**src/rtl/ldmx_dtm_tx_scheduler.sv**
```systemverilog
// ---------------------------------------------------------------------------
// ldmx_dtm_tx_scheduler
//
// Schedules 10-bit timing codes onto one COB timing TX lane. Three sources
// share the lane with fixed priority: trigger, then periodic sync, then the
// software command. After every sent code the lane is held idle so that
// consecutive txDataEn pulses are at least MIN_GAP+1 cycles apart. Triggers
// that arrive while one is still waiting are dropped and counted.
//
// Ports (all synchronous to distClk):
//   distClk      in   1      lane clock
//   distClkRst   in   1      asynchronous, active-high reset
//   enable       in   1      scheduler enable
//   cntRst       in   1      synchronous clear of trigDropCnt
//   trigReq      in   1      single-cycle trigger request
//   trigCode     in   10     trigger code, sampled with trigReq
//   cmdValid     in   1      software command valid
//   cmdData      in   10     software command code
//   cmdReady     out  1      command accepted this cycle (combinational)
//   txReady      in   1      lane ready (txReadyA)
//   txData       out  10     code to lane (txDataA)
//   txDataEn     out  1      code strobe (txDataAEn)
//   busy         out  1      state != IDLE
//   trigDropCnt  out  CNT_W  dropped-trigger count, saturating
// ---------------------------------------------------------------------------
module ldmx_dtm_tx_scheduler #(
    parameter int         SYNC_PERIOD = 1024,
    parameter logic [9:0] SYNC_CODE   = 10'h3C0,
    parameter int         MIN_GAP     = 4,
    parameter int         CNT_W       = 16
) (
    input  logic             distClk,
    input  logic             distClkRst,
    input  logic             enable,
    input  logic             cntRst,
    input  logic             trigReq,
    input  logic [9:0]       trigCode,
    input  logic             cmdValid,
    input  logic [9:0]       cmdData,
    output logic             cmdReady,
    input  logic             txReady,
    output logic [9:0]       txData,
    output logic             txDataEn,
    output logic             busy,
    output logic [CNT_W-1:0] trigDropCnt
);

    localparam int SYNC_W = $clog2(SYNC_PERIOD);
    localparam int GAP_W  = (MIN_GAP > 1) ? $clog2(MIN_GAP) : 1;

    // The counter is loaded at the grant edge and keeps counting through the
    // SEND cycle. The IDLE cycle in which the next grant happens is itself
    // the last of the MIN_GAP silent cycles, so GAP only covers MIN_GAP-1.
    localparam logic [GAP_W-1:0] GAP_LOAD = GAP_W'((MIN_GAP > 0) ? MIN_GAP - 1 : 0);

    typedef enum logic [1:0] {
        IDLE = 2'd0,
        SEND = 2'd1,
        GAP  = 2'd2
    } schedState_t;

    schedState_t       state;
    schedState_t       stateNext;

    logic              trigPend;
    logic [9:0]        trigCodeQ;
    logic              syncPend;
    logic [SYNC_W-1:0] syncCnt;
    logic [GAP_W-1:0]  gapCnt;

    logic              canGrant;
    logic              grantTrig;
    logic              grantSync;
    logic              grantCmd;
    logic              grantAny;
    logic              trigAccept;
    logic              trigDrop;
    logic              syncWrap;

    function automatic logic [CNT_W-1:0] satInc(input logic [CNT_W-1:0] v);
        return (&v) ? v : v + CNT_W'(1);
    endfunction

    // State register
    always_ff @(posedge distClk or posedge distClkRst) begin
        if (distClkRst) begin
            state <= IDLE;
        end else begin
            state <= stateNext;
        end
    end

    // Next-state logic
    always_comb begin
        stateNext = state;
        case (state)
            IDLE:    if (grantAny) stateNext = SEND;
            SEND:    stateNext = (MIN_GAP > 1) ? GAP : IDLE;
            GAP:     if (gapCnt == '0) stateNext = IDLE;
            default: stateNext = IDLE;
        endcase
    end

    // Output / grant decode
    always_comb begin
        busy      = (state != IDLE);
        canGrant  = (state == IDLE) && enable && txReady;
        grantTrig = canGrant && trigPend;
        grantSync = canGrant && !trigPend && syncPend;
        grantCmd  = canGrant && !trigPend && !syncPend && cmdValid;
        grantAny  = grantTrig || grantSync || grantCmd;
        cmdReady  = grantCmd;
        // A request in the grant cycle refills the latch instead of dropping.
        trigAccept = enable && trigReq && (!trigPend || grantTrig);
        trigDrop   = enable && trigReq && trigPend && !grantTrig;
        syncWrap   = enable && (syncCnt == SYNC_W'(SYNC_PERIOD - 1));
    end

    // Lane output register
    always_ff @(posedge distClk or posedge distClkRst) begin
        if (distClkRst) begin
            txDataEn <= 1'b0;
            txData   <= '0;
        end else if (grantAny) begin
            txDataEn <= 1'b1;
            txData   <= grantTrig ? trigCodeQ : (grantSync ? SYNC_CODE : cmdData);
        end else begin
            txDataEn <= 1'b0;
            txData   <= '0;
        end
    end

    // Gap counter
    always_ff @(posedge distClk or posedge distClkRst) begin
        if (distClkRst) begin
            gapCnt <= '0;
        end else if (grantAny) begin
            gapCnt <= GAP_LOAD;
        end else if ((state != IDLE) && (gapCnt != '0)) begin
            gapCnt <= gapCnt - GAP_W'(1);
        end
    end

    // Trigger latch and drop counter
    always_ff @(posedge distClk or posedge distClkRst) begin
        if (distClkRst) begin
            trigPend    <= 1'b0;
            trigCodeQ   <= '0;
            trigDropCnt <= '0;
        end else begin
            if (trigAccept) begin
                trigPend  <= 1'b1;
                trigCodeQ <= trigCode;
            end else if (grantTrig) begin
                trigPend <= 1'b0;
            end
            if (cntRst) begin
                trigDropCnt <= '0;
            end else if (trigDrop) begin
                trigDropCnt <= satInc(trigDropCnt);
            end
        end
    end

    // Sync period counter; a new wrap wins over a simultaneous sync grant
    always_ff @(posedge distClk or posedge distClkRst) begin
        if (distClkRst) begin
            syncCnt  <= '0;
            syncPend <= 1'b0;
        end else if (!enable) begin
            syncCnt  <= '0;
            syncPend <= 1'b0;
        end else begin
            syncCnt <= syncWrap ? '0 : syncCnt + SYNC_W'(1);
            if (syncWrap) begin
                syncPend <= 1'b1;
            end else if (grantSync) begin
                syncPend <= 1'b0;
            end
        end
    end

endmodule
```
**config.mk**
```make
export PLATFORM = sky130hd
export DESIGN_NAME = ldmx_dtm_tx_scheduler
export DESIGN_NICKNAME = d
export VERILOG_FILES = /design/src/rtl/ldmx_dtm_tx_scheduler.sv
export SDC_FILE = /design/constraint.sdc
export NUM_CORES = 1
export LEC_CHECK = 0
export BUFFER_PORTS_ARGS = -buffer_cell sky130_fd_sc_hd__clkbuf_2
export CORE_AREA = 5 5 79 81
export DETAILED_ROUTE_END_ITERATION = 7
export DIE_AREA = 0 0 84 86
export PLACE_DENSITY = 0.73
export SYNTH_ARGS = -nofsm -noshare
export SYNTH_HDL_FRONTEND = slang
export SYNTH_SLANG_ARGS = --single-unit
export TNS_END_PERCENT = 5
```
**constraint.sdc**
```tcl
create_clock -name distClk -period 2.01 [get_ports distClk]
set_clock_uncertainty 0.2 [all_clocks]
set_input_delay 0.3015 -clock distClk [delete_from_list [all_inputs] [get_ports distClk]]
set_output_delay 0.3015 -clock distClk [all_outputs]
set_load 0.03 [all_outputs]
```
# After elaboration in Yosys (flattened, before gate mapping)
# Index checks and enable logic that the tools add are counted.
totals:
  input_bits: 27
  output_inout_bits: 29
  regBits: 53
classes:
  n_mux: 19
  reduce_logical: 29
  eq_ne: 7
  add_sub_neg: 3
ops:
  columns: ["operator", "count"]
  rows:
  - ["2-to-1 mux 10 bit", 5]
  - ["2-to-1 mux 16 bit", 3]
  - ["adder 16 x 1 -> 16 bit (second input constant)", 1]
  - ["AND reduction 16 bit", 1]
  - ["logical AND 1 bit", 13]
  - ["adder 10 x 1 -> 10 bit (second input constant)", 1]
  - ["== test 10 bit (second input constant)", 1]
  - ["nonzero test 2 bit", 5]
  - ["2-to-1 mux 2 bit", 4]
  - ["2-to-1 mux 1 bit", 6]
  - ["!= test 2 bit (second input constant)", 3]
  - ["one-hot mux 2 bit (3 select lines)", 1]
  - ["zero test 2 bit", 2]
  - ["AND reduction 2 bit", 2]
  - ["zero test 1 bit", 3]
  - ["logical OR 1 bit", 3]
  - ["!= test 3 x 1 -> 1 bit (second input constant)", 1]
  - ["== test 2 x 1 -> 1 bit (second input constant)", 1]
  - ["== test 2 bit (second input constant)", 1]
  - ["subtractor 2 x 1 -> 2 bit (second input constant)", 1]

# Logic depth before layout (Yosys ltp)
# Gate-level depths: netlist of the first run.
logic_depth:
  ltp_word: 9
  ltp_mapped: 6
  ltp_nobuf: 5

# Worst setup path after synthesis of the first run
# OpenSTA, ideal clock, no wires.
synth_timing:
  kind: "reg-to-reg"
  from: "register trigDropCnt[4]"
  to: "register trigDropCnt[15]"
  path_stages_with_launch: 5
  setup_slack_ns: -0.137
  arrival_time_ns: 1.870
  setup_time_ns: 0.078
  required_ns: 1.732
  path_cell_list: "dfrtp_1 > nand4_1 > or4_4 > or4_1 > a21oi_1"
synth_via:
  elab_chain_len: 4
synth_rtl:
  columns: ["item", "line", "text"]
  rows:
  - ["start: declaration", "45", "output logic [CNT_W-1:0] trigDropCnt"]
  - ["start signal: assignment", "160", "trigDropCnt <= satInc(trigDropCnt);"]
  - ["adder 16 x 1 -> 16 bit", "81", "return (&v) ? v : v + CNT_W'(1);"]
  - ["2-to-1 mux 16 bit", "81", null]
  - ["2-to-1 mux 16 bit", "159", "end else if (trigDrop) begin"]
  - ["2-to-1 mux 16 bit", "157", "if (cntRst) begin"]
# Several ways; a longest one is shown, not always the timed one. The select of a mux whose other input is x is not followed.
# A chain may end at the register's enable or synchronous reset.

# Worst setup path in the final report of the first run
layout_timing:
  from: "register state[0]"
  to: "register trigDropCnt[15]"
layout_via:
  elab_chain_len: 8
layout_rtl:
  columns: ["item", "line", "text"]
  rows:
  - ["start: declaration", "62", "schedState_t state;"]
  - ["start signal: assignment", "89", "state <= stateNext;"]
  - ["zero test 2 bit", "107", "canGrant = (state == IDLE) && enable && txReady;"]
  - ["logical AND 1 bit (2 in series)", "107", null]
  - ["logical AND 1 bit", "108", "grantTrig = canGrant && trigPend;"]
  - ["zero test 1 bit", "115", "trigDrop = enable && trigReq && trigPend && !grantTrig;"]
  - ["logical AND 1 bit", "115", null]
  - ["nonzero test 2 bit (no source line)", null, null]
  - ["AND reduction 2 bit (no source line)", null, null]
# Every way passes these cells.

==> results of run 1 <==
==> flip-flops by register name, indices dropped and copies added (netlist names) <==
signal       cells
gapCnt           2
txDataEn         1
trigCodeQ       10
trigPend         1
syncPend         1
syncCnt         10
state            2
txData          10
trigDropCnt     16
==> worst max-delay path, stage by stage, from the launching register on <==
cell and delay (ns):
dfrtp_1 0.41, nor3b_4 0.07, buf_4 0.14, or4_4 0.53
or4_4 0.50, a21oi_2 0.13
==> layer usage <==
metal  global-route usage (%)  share of wire (%)  up-vias
li1                         -                  -     1062
met1                    22.16                 45     1029
met2                    28.49                 47       74
met3                    5.476                7.6        4
met4                    3.947               0.91        0
met5                        0                  0        -
==> worst max path at each step <==
stage | start | to | slack (ns) | depth (start not counted)
floorplan | trigDropCnt[13] | trigDropCnt[2] | -0.02 | 4
global placement | state[1] | cmdReady | 0.01 | 5
detailed placement | state[1] | trigCodeQ[0] | -0.02 | 5
CTS | state[0] | trigDropCnt[15] | -0.04 | 5
global route | state[0] | trigDropCnt[15] | -0.09 | 5
finish | state[0] | trigDropCnt[15] | -0.03 | 5
==> power groups by stage <==
stage	Clock [mW]	Sequential [mW]	Combinational (mW)
2_1_floorplan	0	1.40	0.397
5_1_grt	0.670	1.36	0.787
4_1_cts	0.634	1.34	0.698
3_3_place_gp	0	1.35	0.630
6_report	0.608	1.34	0.704
3_5_place_dp	0	1.36	0.656
==> what timing repair did <==
action	4_1_cts	5_1_grt
resized for setup	6	9
buffers inserted	3	2
setup endpoints to repair	13	16
endpoints found under the hold margin	18	0
cloned	0	0
hold buffers	1	0
pin swaps	3	4
==> cells by family after synthesis <==
logic type / Yosys count
AND/OR/NAND/NOR: 99
adder cells (fa/ha/maj): 3
buffers and inverters: 19
multiplexers: 13
XOR/XNOR: 7
AO/OA/AOI/OAI: 49
flip-flops: 53
==> area by class of cell <==
cell class                 count  area [um^2]
sequential                    53         1343
timing repair buffer          88        555.5
multi-input combinational    171         1149
inverter                      11        41.29
clock buffer                   6        72.57
tap                           72        90.09
fill                         485         2140
clock inverter                 2        15.01
==> stage by stage <==
| stage | util [%] | hold WS, ns |
|---|---|---|
| 2_1_floorplan | - | 0.2434 |
| 3_3_place_gp | 56.78 | 0.1153 |
| 3_5_place_dp | 56.78 | 0.1246 |
| 4_1_cts | 59.49 | 0.001755 |
| 5_1_grt | 60.42 | 0.0003527 |
| 6_report | 60.42 | 0.01649 |
==> cell usage after synthesis, types with 5 or more instances <==
library cell,count,area share (%)
inv_1,11,1.7
clkbuf_1,5,0.75
xnor2_1,5,1.7
o31ai_1,10,3.0
nor2_1,13,2.0
nor3_1,5,1.0
nand4_1,6,1.5
o21ai_0,7,1.4
nand3b_1,6,1.8
nand3_1,12,2.4
or4_1,12,3.6
nand2_1,24,3.6
mux2_2,13,5.8
a21oi_1,21,4.2
dfrtp_1,53,53
==> layout by cell type (no fill, tap or decap), types with 3 or more instances in the layout <==
| cell | n |
|---|---|
| xnor2_1 | 5 |
| nand3b_1 | 6 |
| nand4_1 | 6 |
| ha_1 | 3 |
| inv_1 | 10 |
| dfrtp_1 | 40 |
| mux2_2 | 13 |
| nor3_1 | 3 |
| a21oi_1 | 20 |
| nor2b_1 | 3 |
| nor2_1 | 12 |
| or4_1 | 11 |
| nand3_1 | 11 |
| o31ai_1 | 10 |
| dfrtp_2 | 13 |
| clkbuf_2 | 54 |
| o21ai_0 | 7 |
| and4_1 | 3 |
| nand2_1 | 23 |
| clkbuf_8 | 5 |
| or3_1 | 4 |
| a221oi_1 | 4 |
| buf_4 | 30 |
==> impl_metrics.tcl, run 1 <==
set metrics [dict create \
    rr_startpoint "state[0]" \
    synth_compound_area_share_pct 12.30 \
    power.internal_mw 1.811 \
    fp.dieW_um 84 \
    irDropWorstVdd_v 0.0006925 \
    grt_pass1_wl_um 10070 \
    maxSlewViolCount 0 \
    cts.clk_slew.worst_paths_ns 0.10 \
    finalHoldViolCount 0 \
    leakage_nw 1.488 \
    critical_path_class "register to register" \
    min_from "trigCode[8]" \
    cts_tree "built" \
    synth_cells 243 \
    switching_share_pct 31.72 \
    hold_end "trigCodeQ[8]" \
    end_kind "register" \
    synthMuxAreaShare_pct 5.850 \
    violations "setup timing" \
    period_minus_slack_ns 2.036 \
    routabilityCongestion 0.7835 \
    sequentialPowerShare_pct 50.5 \
    grt_usage_pct 17.20 \
    synth_seq_cells 53 \
    relSlewSlack_pct 66.83 \
    clk_latency_ns 0.31 \
    placed_area_mm2 0.003069 \
    place_ws_ns -0.02480 \
    wl_per_cell_um 14.38 \
    syn_area_per_cell_um2 10.30 \
    vias_per_cell 5.382 \
    final_layout_size_suffix_gt1_share_pct 41.39 \
    synth_fa_ha_area_share_pct 1.500 \
    setup_viol 1 \
    rsz0062_at_grt "yes" \
    dieArea_mm2 0.007224 \
    drc 0 \
    r2r_slack_ns -0.03 \
    power_frac_clock_pct 22.9 \
    seq_area_frac_synth_pct 53.00 \
    worst_pin_slew_ns 0.4954 \
    final_cells 403 \
    portBuffers 55 \
    root_buffer "clkbuf_8" \
    grt_max_degree 36 \
    ys_warn_count 0 \
    finalPower_mw 2.652 \
    cts_buffers 5 \
    p_sw_uw 841.3 \
    max_freq_mhz 491.2 \
    first_global_vias 2144 \
    start_kind "register" \
    rows 27 \
    fin_crit_sh_pct 101.3 \
    drtPass1Iterations 4 \
    core-area_mm2 0.005405 \
    vias 2169 \
    overflow 0 \
    htreeDepth 2 \
    async_reset_ff_share_pct 100.0 \
    synth_xor_area_share_pct 2.450 \
    fp.dieH_um 86 \
    wl_um 5796 \
    yosys.area_share.simple_pct 21.95 \
    synthToLayoutAreaGrowth_pct 30.50 \
    r2r_end "trigDropCnt[15]" \
    cp_max_fo 5 \
    required_ns 2.05 \
    ant_nets 0 \
    reg2reg_depth 5 \
    tns_ns -0.02576 \
    num-nets-final 360 \
    hpwl_um 4286 \
    cts.sinks 53 \
    syn-num-nets 273 \
    synth_cell_type_count 36 \
    hold_class "input pin to register" \
    status "finished with violations" \
    initialDrtViolationCount 62 \
    clk_path_buf_depth 2 \
    synth_edf_count 0 \
    antenna_found_initial 0 \
    worstPathArrival_ns 2.07 \
    combinationalPowerShare_pct 26.5 \
    pin_count 56 \
    power_density_mw_per_mm2 812.2 \
    ys.flop_type "dfrtp_1" \
    cap_violations 0 \
    antenna_cells 0 \
    hold_depth 2 \
    start_util_pct 46.30 \
    dp_cells 389 \
    stdcell_area_mm2 0.003266 \
    synth_top_family_by_area "simple AND/OR/NAND/NOR gates" \
    syn_area_mm2 0.002502 \
    worst_slack_ns -0.02576 \
]
Power figures use the tool's default switching activity.
==> inputs of run 2 (changes only) <==
Settings changed: CORE_AREA 5 5 79 81 to 5 5 74 76, DIE_AREA 0 0 84 86 to 0 0 79 81, PLACE_DENSITY 0.73 to 0.79.
Clock period 2.01 ns to 2.64 ns, I/O delays scaled along.
==> run 2 against run 1 <==
Net effect:
- the run now ends clean
- register-to-register slack improved by 0.48 ns
- cell count fell by 11%
- total power shrank 27%
- design area fell by 9.6%
- worst hold slack better by 0.12 ns
- sequential cell count unchanged
- core utilization increased by 2.9 points
- clock-buffer cell count increased by 2
==> impl_metrics.tcl, run 2 (synthesized netlist as in run 1, its figures left out) <==
set metrics [dict create \
    overflow 0 \
    cts.clk_slew.worst_paths_ns 0.09 \
    synthToLayoutAreaGrowth_pct 18.00 \
    reg2reg_depth 4 \
    multiInputGateArea_mm2 0.001102 \
    hpwl_um 3737 \
    root_buffer "clkbuf_8" \
    max_freq_mhz 413.0 \
    cp_max_fo 14 \
    wl_per_cell_um 14.37 \
    wl_um 5143 \
    r2r_slack_ns 0.45 \
    drc 0 \
    power_density_mw_per_mm2 652.2 \
    finalHoldViolCount 0 \
    status "completed" \
    maxSlewViolCount 0 \
    fill_cells 381 \
    grt_max_degree 29 \
    drtPass1Iterations 4 \
    placed_area_mm2 0.002863 \
    ant_nets 0 \
    ctsHoldBuffers 1 \
    initialDrtViolationCount 124 \
    mostFrequentLayoutCells "55 x clkbuf_2, 53 x dfrtp_1, 24 x nand2_1" \
    whs_ns 0.1327 \
    antenna_cells 0 \
    first_global_vias 1990 \
    fp.dieH_um 81 \
    hold_class "input pin to register" \
    clk_latency_ns 0.30 \
    routabilityCongestion 0.8079 \
    period_minus_slack_ns 2.421 \
    irDropWorstVdd_v 0.0004937 \
    cts.sinks 53 \
    finalPower_mw 1.926 \
    core-area_mm2 0.004661 \
    crit_path_end "cmdReady" \
    fp.dieW_um 79 \
    largest_register "trigDropCnt" \
    seq_area_mm2 0.001326 \
    num-nets-final 333 \
    largest_register_ffs 16 \
    place_ws_ns 0.3770 \
    end_kind "output pin" \
    start_kind "register" \
    htreeDepth 2 \
    relSlewSlack_pct 58.40 \
    critical_path_class "register to output pin" \
    startpoint "state[1]" \
    dieArea_mm2 0.006399 \
    rr_startpoint "state[1]" \
    grt_pass1_wl_um 9114 \
    clk_path_buf_depth 2 \
    dp_cells 349 \
    post_cts_resized 0 \
    vias_per_cell 5.670 \
    final_common_cell "clkbuf_2" \
    final_cells 358 \
    worstPathArrival_ns 1.83 \
    pin_count 56 \
    worst_pin_slew_ns 0.6192 \
    stdcell_area_mm2 0.002953 \
    cap_violations 0 \
    rows 25 \
    post-route-util_pct 63.36 \
    start_util_pct 53.69 \
    post_cts_buffers 0 \
    cts_buffers 5 \
    r2r_end "trigCodeQ[8]" \
    worst_slack_ns 0.2189 \
    leakage_nw 1.362 \
    cts_tree "built" \
    required_ns 2.04 \
    antenna_found_initial 0 \
    setup_viol 0 \
    fin_crit_sh_pct 91.71 \
    portBuffers 55 \
    final_layout_size_suffix_gt1_share_pct 28.62 \
    rsz0062_at_grt "no" \
    grt_usage_pct 17.83 \
    vias 2030 \
    tns_ns 0 \
]
## run 2: worst min-delay path by stage
stage / cells past startpoint / slack (ns) / endpoint / start
finish: 2 / 0.13 / trigCodeQ[7] / trigCode[7]
global route: 2 / 0.12 / trigCodeQ[2] / trigCode[2]
CTS: 2 / 0.12 / trigCodeQ[1] / trigCode[1]
detailed placement: 2 / 0.27 / txData[9] / distClkRst
global placement: 2 / 0.26 / txData[9] / distClkRst
floorplan: 1 / 0.26 / syncCnt[0] / syncCnt[0]
## run 2: where the power goes
group          switching, mW  total (mW)  internal [mW]
Sequential            0.0712        1.02          0.945
Clock                  0.244       0.433          0.189
Combinational          0.276       0.477          0.200
Total                  0.591        1.93           1.33
## run 2: layer usage
layer	vias up	routed length [um]	global-route usage, %
met5	-	0	0
met4	0	30	4.811
met3	4	288	5.543
met2	44	2391	27.86
met1	969	2433	24.19
li1	1013	-	-
## run 2: final cells by class
type	instances	share of cell area [%]
clock buffer	8	2.712
tap	54	2.288
inverter	11	1.398
multi-input combinational	171	37.33
timing repair buffer	61	11.36
sequential	53	44.92
## run 2: worst max-delay path, cell delays in order, from the launching register on
cell and delay (ns):
dfrtp_1 0.40, nor3b_1 0.43, nand2_1 0.16, buf_4 0.21, nor2_1 0.12, clkbuf_2 0.21
==> inputs of run 3 (changes only) <==
Settings changed: ABC_AREA set to 1, CORE_AREA 5 5 74 76 to 5 5 76 78, DIE_AREA 0 0 79 81 to 0 0 81 83, GPL_ROUTABILITY_DRIVEN set to 1, PLACE_DENSITY 0.79 to 0.78.
==> run 3 against run 2 <==
Net effect:
- worst setup slack improved by 0.26 ns
- clock-buffer cell count shrank 1
- sequential share of layout area is 1.8 points lower
- critical path type unchanged
==> impl_metrics.tcl, run 3 <==
set metrics [dict create \
    status "completed" \
    switching_share_pct 33.13 \
    irDropWorstVdd_v 0.0003900 \
    netlist.area_leader.share_pct 50.26 \
    drc 0 \
    worst_slack_ns 0.4820 \
    synth_seq_cells 53 \
    drtPass1Iterations 4 \
    overflow 0 \
    vias_per_cell 5.086 \
    synth_area_leaders "dfrtp_1 50%, nand2_1 16%, nor2_1 4.7%" \
    start_util_pct 52.67 \
    max_freq_mhz 463.4 \
    initialDrtViolationCount 154 \
    hold_class "input pin to register" \
    r2r_end "trigDropCnt[10]" \
    largest_register "trigDropCnt" \
    power.internal_mw 1.285 \
    worst_pin_slew_ns 0.5845 \
    period_minus_slack_ns 2.158 \
    cts.clk_slew.worst_paths_ns 0.09 \
    routabilityCongestion 0.8561 \
    ys.flop_type "dfrtp_1" \
    critPathSlowestCell "dfrtp_1" \
    seq_area_frac_synth_pct 50.26 \
    post_cts_buffers 0 \
    ant_nets 0 \
    rr_startpoint "trigDropCnt[0]" \
    final_layout_size_suffix_gt1_share_pct 20.16 \
    stdcell_area_mm2 0.003074 \
    p_sw_uw 636.4 \
    clk_latency_ns 0.30 \
    wl_um 5680 \
    slowest_delay_ns 0.43 \
    syn_area_per_cell_um2 8.170 \
    seq_area_mm2 0.001326 \
    vias 2299 \
    syn-num-nets 353 \
    tns_ns 0 \
    hold_end "txData[4]" \
    antenna_cells 0 \
    clk_path_buf_depth 2 \
    multiInputGateArea_mm2 0.001166 \
    hold_depth 3 \
    placed_area_mm2 0.002980 \
    synth_area_leader_cell "dfrtp_1" \
    worstPathArrival_ns 1.56 \
    grt_usage_pct 18.33 \
    core-area_mm2 0.005010 \
    syn_area_mm2 0.002639 \
    largest_register_ffs 16 \
    path_delay_family "simple AND/OR/NAND/NOR gates" \
    cts_buffers 5 \
    async_reset_ff_share_pct 100.0 \
    antenna_found_initial 0 \
    first_global_vias 2280 \
    r2r_slack_ns 0.59 \
    cts_tree "built" \
    crit_buf_inv 1 \
    required_ns 2.04 \
    reg2reg_depth 9 \
    cts.sinks 53 \
    wl_per_cell_um 12.57 \
    synthToLayoutAreaGrowth_pct 16.50 \
    synth.most_common_cell "nand2_1" \
    place_ws_ns 0.5819 \
    synth_edf_count 0 \
    fin_crit_sh_pct 81.74 \
    htreeDepth 2 \
    synth_cells 323 \
    path_cells "or2_2, nor3b_2, clkbuf_2" \
    synthTopCellsByCount "111 x nand2_1, 53 x dfrtp_1, 33 x nor2_1" \
    portBuffers 55 \
    critical_path_class "register to output pin" \
    finalHoldViolCount 0 \
    final_cells 452 \
    cp_max_fo 5 \
    num-nets-final 411 \
    power_density_mw_per_mm2 624.9 \
    rows 26 \
    post-route-util_pct 61.36 \
    rsz0062_at_grt "no" \
    min_from "cmdData[4]" \
    root_buffer "clkbuf_8" \
    fill_cells 467 \
    post_cts_resized 0 \
    power_frac_clock_pct 22.9 \
    maxSlewViolCount 0 \
    ys_warn_count 0 \
    relSlewSlack_pct 60.99 \
    start_kind "register" \
    final_common_cell "nand2_1" \
    end_kind "output pin" \
    mostFrequentLayoutCells "111 x nand2_1, 55 x clkbuf_2, 53 x dfrtp_1" \
    synth_cell_type_count 29 \
    dp_cells 443 \
    sequentialPowerShare_pct 53.2 \
    combinationalPowerShare_pct 23.9 \
    fp.dieW_um 81 \
    fp.dieH_um 83 \
    setup_viol 0 \
    cap_violations 0 \
    grt_max_degree 34 \
    dieArea_mm2 0.006723 \
    finalPower_mw 1.921 \
    leakage_nw 1.636 \
    whs_ns 0.1147 \
    pin_count 56 \
    hpwl_um 4167 \
    grt_pass1_wl_um 10010 \
]
==> run 3: cell types whose count changed after synthesis, sizes merged, moves of 10 or more <==
cell	before	now
nand4	6	17
or4	13	0
inv	11	28
o31ai	10	0
nand2	24	113
nand3	13	23
a21oi	22	9
mux2	13	1
nor2	13	38
==> run 3: worst min-delay path: stages <==
cell and delay [ns]:
clkbuf_2 0.08, nand2_1 0.05, a21oi_1 0.05
==> run 3: final cells by class <==
| type | instances | area share (%) |
|---|---|---|
| Clock inverter | 1 | 0.2442 |
| Multi-Input combinational cell | 236 | 37.93 |
| Timing Repair Buffer | 57 | 9.931 |
| Inverter | 28 | 3.419 |
| Sequential cell | 53 | 43.14 |
| Tap cell | 70 | 2.849 |
| Clock buffer | 7 | 2.483 |
==> run 3: power by group through the flow <==
stage                     Sequential [mW]  Clock [mW]  Combinational, mW
after floorplan                      1.06           0              0.309
after global placement               1.03           0              0.450
after detailed placement             1.03           0              0.465
after CTS                            1.02       0.453              0.466
after global routing                 1.04       0.488              0.533
final                                1.02       0.440              0.460
==> run 3: metal layers <==
metal,track usage [%],vias up,wire length [um]
met4,3.840,0,51
met2,30.55,73,2762
met3,5.952,6,370
li1,-,1154,-
met1,23.05,1066,2495
met5,0,-,0
==> run 3: worst max-delay path by stage <==
stage	endpoint	start	cells after the start	slack, ns
2_1_floorplan	trigDropCnt[2]	trigDropCnt[1]	10	0.68
3_3_place_gp	trigDropCnt[15]	enable	8	0.61
3_5_place_dp	trigDropCnt[4]	enable	8	0.58
4_1_cts	cmdReady	trigPend	3	0.47
5_1_grt	cmdReady	trigPend	3	0.41
6_report	cmdReady	trigPend	3	0.48
==> run 3: logic make-up (layout without fill, tap and decap cells) <==
| kind of cell | count (synthesis) | after routing | synth area share [%] |
|---|---|---|---|
| and+or+nand+nor | 203 | 203 | 34.80 |
| DFF | 53 | 53 | 50.26 |
| buffers and inverters | 34 | 93 | 5.547 |
| AOI/OAI and AO/OA | 18 | 18 | 3.888 |
| xor gates and xnor gates | 11 | 11 | 3.651 |
| adders and majority gates | 3 | 3 | 1.423 |
| muxes | 1 | 1 | 0.4267 |
==> run 3: timing repair <==
action | in CTS | in global routing
hold buffers | 1 | 0
endpoints found under the hold margin | 20 | 0
setup endpoints to repair | 0 | 0
